--- src/rtl/bf_io_controller.sv ---
// UART <-> brainfuck core glue: load/run mode tracking, RX/TX byte FIFOs,
// loader strobe with optional echo, and the held-start handshake toward the UART.

module bf_io_fifo #(
    parameter int W     = 8,
    parameter int DEPTH = 16
) (
    input  logic         i_clk,
    input  logic         i_reset,
    input  logic         i_flush,
    input  logic         i_push,
    input  logic         i_pop,
    input  logic [W-1:0] i_data,
    output logic [W-1:0] o_data,
    output logic         o_full,
    output logic         o_empty
);
    localparam int AW = $clog2(DEPTH);

    logic [W-1:0] r_mem [DEPTH];
    logic [AW:0]  r_wr_ptr;
    logic [AW:0]  r_rd_ptr;
    logic         w_do_push;
    logic         w_do_pop;

    // Pointer MSBs differ only when the write side has lapped the read side.
    assign o_empty   = (r_wr_ptr == r_rd_ptr);
    assign o_full    = (r_wr_ptr[AW] != r_rd_ptr[AW]) &&
                       (r_wr_ptr[AW-1:0] == r_rd_ptr[AW-1:0]);
    assign w_do_push = i_push & (~o_full | i_pop);
    assign w_do_pop  = i_pop & ~o_empty;
    assign o_data    = r_mem[r_rd_ptr[AW-1:0]];

    always_ff @(posedge i_clk) begin
        if (i_reset || i_flush) begin
            r_wr_ptr <= '0;
            r_rd_ptr <= '0;
        end else begin
            if (w_do_push) r_wr_ptr <= r_wr_ptr + 1'b1;
            if (w_do_pop)  r_rd_ptr <= r_rd_ptr + 1'b1;
        end
    end

    always_ff @(posedge i_clk) begin
        if (w_do_push && !i_flush) r_mem[r_wr_ptr[AW-1:0]] <= i_data;
    end
endmodule

// state  | meaning
// S_IDLE | no byte outstanding; pops TX head when UART is idle
// S_REQ  | tx_start held with stable tx_data until UART drops tx_ready
// S_BUSY | UART shifting the byte; wait for tx_ready to return
module bf_io_controller #(
    parameter int DATA_W      = 8,
    parameter int RX_DEPTH    = 16,
    parameter int TX_DEPTH    = 16,
    parameter int CODE_ADDR_W = 9,
    parameter int PROBE_W     = 4
) (
    input  logic                   i_sys_clk,
    input  logic                   i_reset,
    input  logic                   i_loading,
    input  logic                   i_echo_en,
    input  logic                   i_rx_done,
    input  logic [DATA_W-1:0]      i_rx_data,
    input  logic                   i_tx_ready,
    output logic                   o_tx_start,
    output logic [DATA_W-1:0]      o_tx_data,
    output logic                   o_load_start,
    output logic                   o_loader_we,
    output logic [DATA_W-1:0]      o_loader_data,
    output logic                   o_core_in_valid,
    output logic [DATA_W-1:0]      o_core_in_data,
    input  logic                   i_core_in_ack,
    input  logic                   i_core_out_valid,
    input  logic [DATA_W-1:0]      i_core_out_data,
    output logic                   o_core_out_ready,
    input  logic [CODE_ADDR_W-1:0] i_code_addr,
    output logic [PROBE_W-1:0]     o_addr_probe,
    output logic                   o_rx_overflow,
    output logic                   o_tx_overflow
);
    typedef enum logic [1:0] {S_IDLE, S_REQ, S_BUSY} tx_state_t;

    tx_state_t         r_tx_state;
    tx_state_t         w_tx_next;
    logic              w_tx_pop;
    logic              r_loading_q;
    logic              r_load_start;
    logic              r_loader_we;
    logic [DATA_W-1:0] r_loader_data;
    logic [DATA_W-1:0] r_tx_data;
    logic [PROBE_W-1:0] r_addr_probe;
    logic              r_rx_ovf;
    logic              r_tx_ovf;
    logic              w_edge;
    logic              w_run;
    logic              w_rx_push;
    logic              w_rx_pop;
    logic              w_rx_full;
    logic              w_rx_empty;
    logic [DATA_W-1:0] w_rx_head;
    logic              w_echo_push;
    logic              w_core_push;
    logic              w_tx_push;
    logic [DATA_W-1:0] w_tx_wdata;
    logic              w_tx_full;
    logic              w_tx_empty;
    logic [DATA_W-1:0] w_tx_head;
    logic              w_unused_addr;

    assign w_unused_addr = ^i_code_addr;

    // Either edge of loading flushes both FIFOs; mode follows the registered copy.
    assign w_edge = i_loading ^ r_loading_q;
    assign w_run  = ~r_loading_q;

    assign o_core_in_valid = w_run & ~w_rx_empty;
    assign o_core_in_data  = o_core_in_valid ? w_rx_head : '0;
    assign w_rx_push       = w_run & i_rx_done;
    assign w_rx_pop        = o_core_in_valid & i_core_in_ack;

    assign o_core_out_ready = w_run & (~w_tx_full | w_tx_pop);
    assign w_echo_push      = r_loading_q & i_rx_done & i_echo_en;
    assign w_core_push      = i_core_out_valid & o_core_out_ready;
    assign w_tx_push        = w_echo_push | w_core_push;
    assign w_tx_wdata       = w_echo_push ? i_rx_data : i_core_out_data;

    bf_io_fifo #(.W(DATA_W), .DEPTH(RX_DEPTH)) u_rx_fifo (
        .i_clk   (i_sys_clk),
        .i_reset (i_reset),
        .i_flush (w_edge),
        .i_push  (w_rx_push),
        .i_pop   (w_rx_pop),
        .i_data  (i_rx_data),
        .o_data  (w_rx_head),
        .o_full  (w_rx_full),
        .o_empty (w_rx_empty)
    );

    bf_io_fifo #(.W(DATA_W), .DEPTH(TX_DEPTH)) u_tx_fifo (
        .i_clk   (i_sys_clk),
        .i_reset (i_reset),
        .i_flush (w_edge),
        .i_push  (w_tx_push),
        .i_pop   (w_tx_pop),
        .i_data  (w_tx_wdata),
        .o_data  (w_tx_head),
        .o_full  (w_tx_full),
        .o_empty (w_tx_empty)
    );

    always_ff @(posedge i_sys_clk) begin
        if (i_reset) r_tx_state <= S_IDLE;
        else         r_tx_state <= w_tx_next;
    end

    // No new byte is started on a flush cycle, since its head is being discarded.
    always_comb begin
        w_tx_next = r_tx_state;
        w_tx_pop  = 1'b0;
        case (r_tx_state)
            S_IDLE: if (!w_tx_empty && i_tx_ready && !w_edge) begin
                w_tx_pop  = 1'b1;
                w_tx_next = S_REQ;
            end
            S_REQ:  if (!i_tx_ready) w_tx_next = S_BUSY;
            S_BUSY: if (i_tx_ready)  w_tx_next = S_IDLE;
            default: w_tx_next = S_IDLE;
        endcase
    end

    always_ff @(posedge i_sys_clk) begin
        if (i_reset) begin
            r_loading_q   <= 1'b0;
            r_load_start  <= 1'b0;
            r_loader_we   <= 1'b0;
            r_loader_data <= '0;
            r_tx_data     <= '0;
            r_addr_probe  <= '0;
            r_rx_ovf      <= 1'b0;
            r_tx_ovf      <= 1'b0;
        end else begin
            r_loading_q  <= i_loading;
            r_load_start <= i_loading & ~r_loading_q;
            r_loader_we  <= r_loading_q & i_rx_done;
            r_addr_probe <= i_code_addr[PROBE_W-1:0];
            if (r_loading_q && i_rx_done) r_loader_data <= i_rx_data;
            if (w_tx_pop) r_tx_data <= w_tx_head;
            if (w_edge) begin
                r_rx_ovf <= 1'b0;
                r_tx_ovf <= 1'b0;
            end else begin
                if (w_rx_push && w_rx_full && !w_rx_pop)   r_rx_ovf <= 1'b1;
                if (w_echo_push && w_tx_full && !w_tx_pop) r_tx_ovf <= 1'b1;
            end
        end
    end

    assign o_tx_start    = (r_tx_state == S_REQ);
    assign o_tx_data     = r_tx_data;
    assign o_load_start  = r_load_start;
    assign o_loader_we   = r_loader_we;
    assign o_loader_data = r_loader_data;
    assign o_addr_probe  = r_addr_probe;
    assign o_rx_overflow = r_rx_ovf;
    assign o_tx_overflow = r_tx_ovf;
endmodule
--- config.mk ---
export PLATFORM = sky130hd
export DESIGN_NAME = bf_io_controller
export DESIGN_NICKNAME = d
export VERILOG_FILES = /design/src/rtl/bf_io_controller.sv
export SDC_FILE = /design/constraint.sdc
export NUM_CORES = 1
export LEC_CHECK = 0
export BUFFER_PORTS_ARGS = -buffer_cell sky130_fd_sc_hd__clkbuf_2
export CAP_MARGIN = 20
export CORE_MARGIN = 1.5
export CORE_UTILIZATION = 60
export CTS_BUF_LIST = sky130_fd_sc_hd__clkbuf_4 sky130_fd_sc_hd__clkbuf_8
export DETAILED_ROUTE_END_ITERATION = 8
export PLACE_DENSITY = 0.78
export RECOVER_POWER = 25
export SLEW_MARGIN = 20
export SYNTH_ARGS = -nofsm -noshare
export SYNTH_HDL_FRONTEND = slang
export SYNTH_HIERARCHICAL = 1
export SYNTH_SLANG_ARGS = --single-unit
export TNS_END_PERCENT = 20
--- constraint.sdc ---
create_clock -name i_sys_clk -period 4 [get_ports i_sys_clk]
set_clock_uncertainty 0.05 [all_clocks]
set_input_delay 0.2 -clock i_sys_clk [delete_from_list [all_inputs] [get_ports i_sys_clk]]
set_output_delay 0.2 -clock i_sys_clk [all_outputs]
set_load 0.01 [all_outputs]
==> flow_summary.toml <==
[timing]
timing.final.hold_violations = 0
drv_slew = 0
grt_setup_unrepaired = "no"
max_slew.worst_pin.slew_ns = 0.8977
hold_slack_ns = 0.06310
finalSetupViolCount = 0
timing.fmax_mhz = 281.7
timing.slew.headroom_pct = 40.15
fin_setup_tns_ns = 0
fin_crit_sh_pct = 88.74
layout_setup_ws_ns = 0.4504
finalCriticalPeriod_ns = 3.550

[placement]
place_ws_ns = 0.5804
dp_hpwl_um = 16440
portBuffers = 62
place.gp.congestion = 0.8079

[routing]
detail_route.iter0.violations = 469
postRouteAntennaNets = 0
dr.pass1.iters = 5
routed_wirelength_um = 25080
via_count = 6518
route.detailed.drc = 0
wire_per_inst_um = 22.75
vias_per_cell = 5.915

[synthesis]
synth-main-ff-cell = "edfxtp_1"
synth_enable_flop_cells = 256
netlist_top_cells_area = "edfxtp_1 (61%), mux4_1 (10%), dfxtp_1 (8.7%), mux4_2 (5.7%), nor2_1 (1.5%)"
synth_top_area_share_pct = 60.92
synth_area_sq_um = 12620
synth_top_area_cell = "edfxtp_1"
synth_cell_type_count = 41
ys_seq_elements = 311
syn_nets = 720
synthArstFlopShare_pct = 0
synthCells = 676
ys_warn_count = 6
syn_area_per_cell_sq_um = 18.67
yosysSeqAreaShare_pct = 69.65

[worst_setup_path]
critical_path_arrival_ns = 3.74
crit_required_ns = 4.20
start_kind = "flop"
crit_buf_inv = 1
endpoint_kind = "flop"
cpMostUsedCell = "nand2b_1"
cp_cell_sequence = "xor2_1 > nor4_4 > and2_1 > nand2b_1 > o31a_1 > o21ai_0 > nand2b_1 > a21oi_1 > nand2_1 > nor3_1 > buf_4"
critPathMaxStageDelay_ns = 0.52
cpLargestDelayFamily = "compound AO/OA/AOI/OAI gates"
crit_slowest_cell = "dfxtp_1"
worstPathMaxFanout = 9
path_class = "flop to flop"

[final_layout]
layout_commonest_cell = "edfxtp_1"
post-route-util_pct = 69.86
nets = 842
drive_gt1_share_pct = 24.16
num-fill-cells = 1273
area_delta_synth_final_pct = 13.11
final_cell_mix = "edfxtp_1 (256), dfxtp_1 (55), nor2_1 (52)"
antenna_cells = 0

[floorplan]
fp.dieW_um = 148.0
rows = 52
initial_core_util_pct = 61.77
die_h_um = 148.0
die_area_sq_um = 21910
core_area_sq_um = 20430
io_pins = 68

[power]
p_leak_uw = 0.004809
peakVddDrop_uv = 300.8
power_uw = 6292
powerDensity_nw_per_um2 = 440.9

[min_path]
hp-class = "input port to flop"

[run]
maxCapViolCount = 0

[grt]
grt_usage_pct = 23.91
overflow = 0
grt_pass1_vias = 6776
antenna_found_initial = 0
grt_first_pass_wirelength_um = 38330
grt_max_degree = 39

[clock_tree]
clock-sinks = 311
root_buffer = "clkbuf_8"
cts_buffers = 48
htreeDepth = 2
cts_tree = "built"
cts_setup_buffers = 0
cts_resized = 0
path_clk_slew_ns = 0.06
clock_latency_ns = 0.58
cts_buffer_depth = 3

[run_status]
status = "finished clean"
-- logic make-up after synthesis --
kind of cell               share of synthesized area [%]
xor gates and xnor gates                           1.596
DFF                                                69.65
muxes                                              17.79
buffers and inverters                              2.072
AOI/OAI and AO/OA                                  1.487
and+or+nand+nor                                    6.316
adders and majority gates                          1.091
-- power by group --
group	internal, uW	switching (uW)	leakage, uW
logic	77.4	137	0.00156
registers	3530	11.2	0.00275
clock network	1400	1140	0.000502
total	5010	1280	0.00481
-- Yosys cell counts, drive strengths merged (4+ instances only) --
library cell / number
nor2: 52
nand4: 4
clkbuf: 8
dfxtp: 55
mux2i: 12
nand3: 4
mux4: 80
and2: 11
nand2b: 22
edfxtp: 256
inv: 12
a21oi: 20
xor2: 8
a21boi: 4
xnor2: 15
buf: 21
nor3: 11
ha: 11
mux2: 10
nand2: 35
nor2b: 9
-- final timing paths --
check / startpoint / end / slack [ns] / depth (start not counted)
max reg2reg: u_tx_fifo/r_wr_ptr[3] / u_tx_fifo/r_mem[0][5] / 0.45 / 11
min reg2reg: o_loader_data[7] / o_loader_data[7] / 0.42 / 2
max: u_tx_fifo/r_wr_ptr[3] / u_tx_fifo/r_mem[0][5] / 0.45 / 11
min: i_core_out_data[6] / u_tx_fifo/r_mem[2][6] / 0.06 / 2
-- metal layers --
layer / track usage, % / vias up / part of all wire, %
li1: - / 2924 / -
met1: 30.23 / 3301 / 38
met2: 41.21 / 231 / 53
met3: 3.519 / 62 / 5.3
met4: 11.09 / 0 / 3.7
met5: 0 / - / 0
-- registers in the layout, summed over array words and instances, names as in the netlist, named ones only --
register            cells
o_addr_probe            4
o_load_start            1
o_loader_data           8
o_loader_we             1
o_rx_overflow           1
o_tx_data               8
o_tx_overflow           1
r_loading_q             1
r_tx_state              2
u_rx_fifo/r_mem       128
u_rx_fifo/r_rd_ptr      5
u_rx_fifo/r_wr_ptr      5
u_tx_fifo/r_mem       128
u_tx_fifo/r_rd_ptr      5
u_tx_fifo/r_wr_ptr      5
-- cell type report --
cell class	instances	area, sq um	area share [%]
Sequential cell	311	8788	61.58
Timing Repair Buffer	101	593.1	4.155
Multi-Input combinational cell	324	3573	25.04
Inverter	12	45.04	0.3156
Clock buffer	75	882.1	6.180
Clock inverter	9	52.55	0.3682
Tap cell	270	337.8	2.367
-- repair_timing --
action,CTS,global route
setup endpoints to repair,0,0
endpoints found under the hold margin,9,0
hold buffers,7,0
-- through the flow --
stage | std cells | area, sq um
2_1_floorplan | 676 | 12620
3_3_place_gp | 1011 | 13300
3_5_place_dp | 1011 | 13300
4_1_cts | 1102 | 14300
5_1_grt | 1102 | 14270
6_report | 1102 | 14270
(Power assumes the default switching activity.)
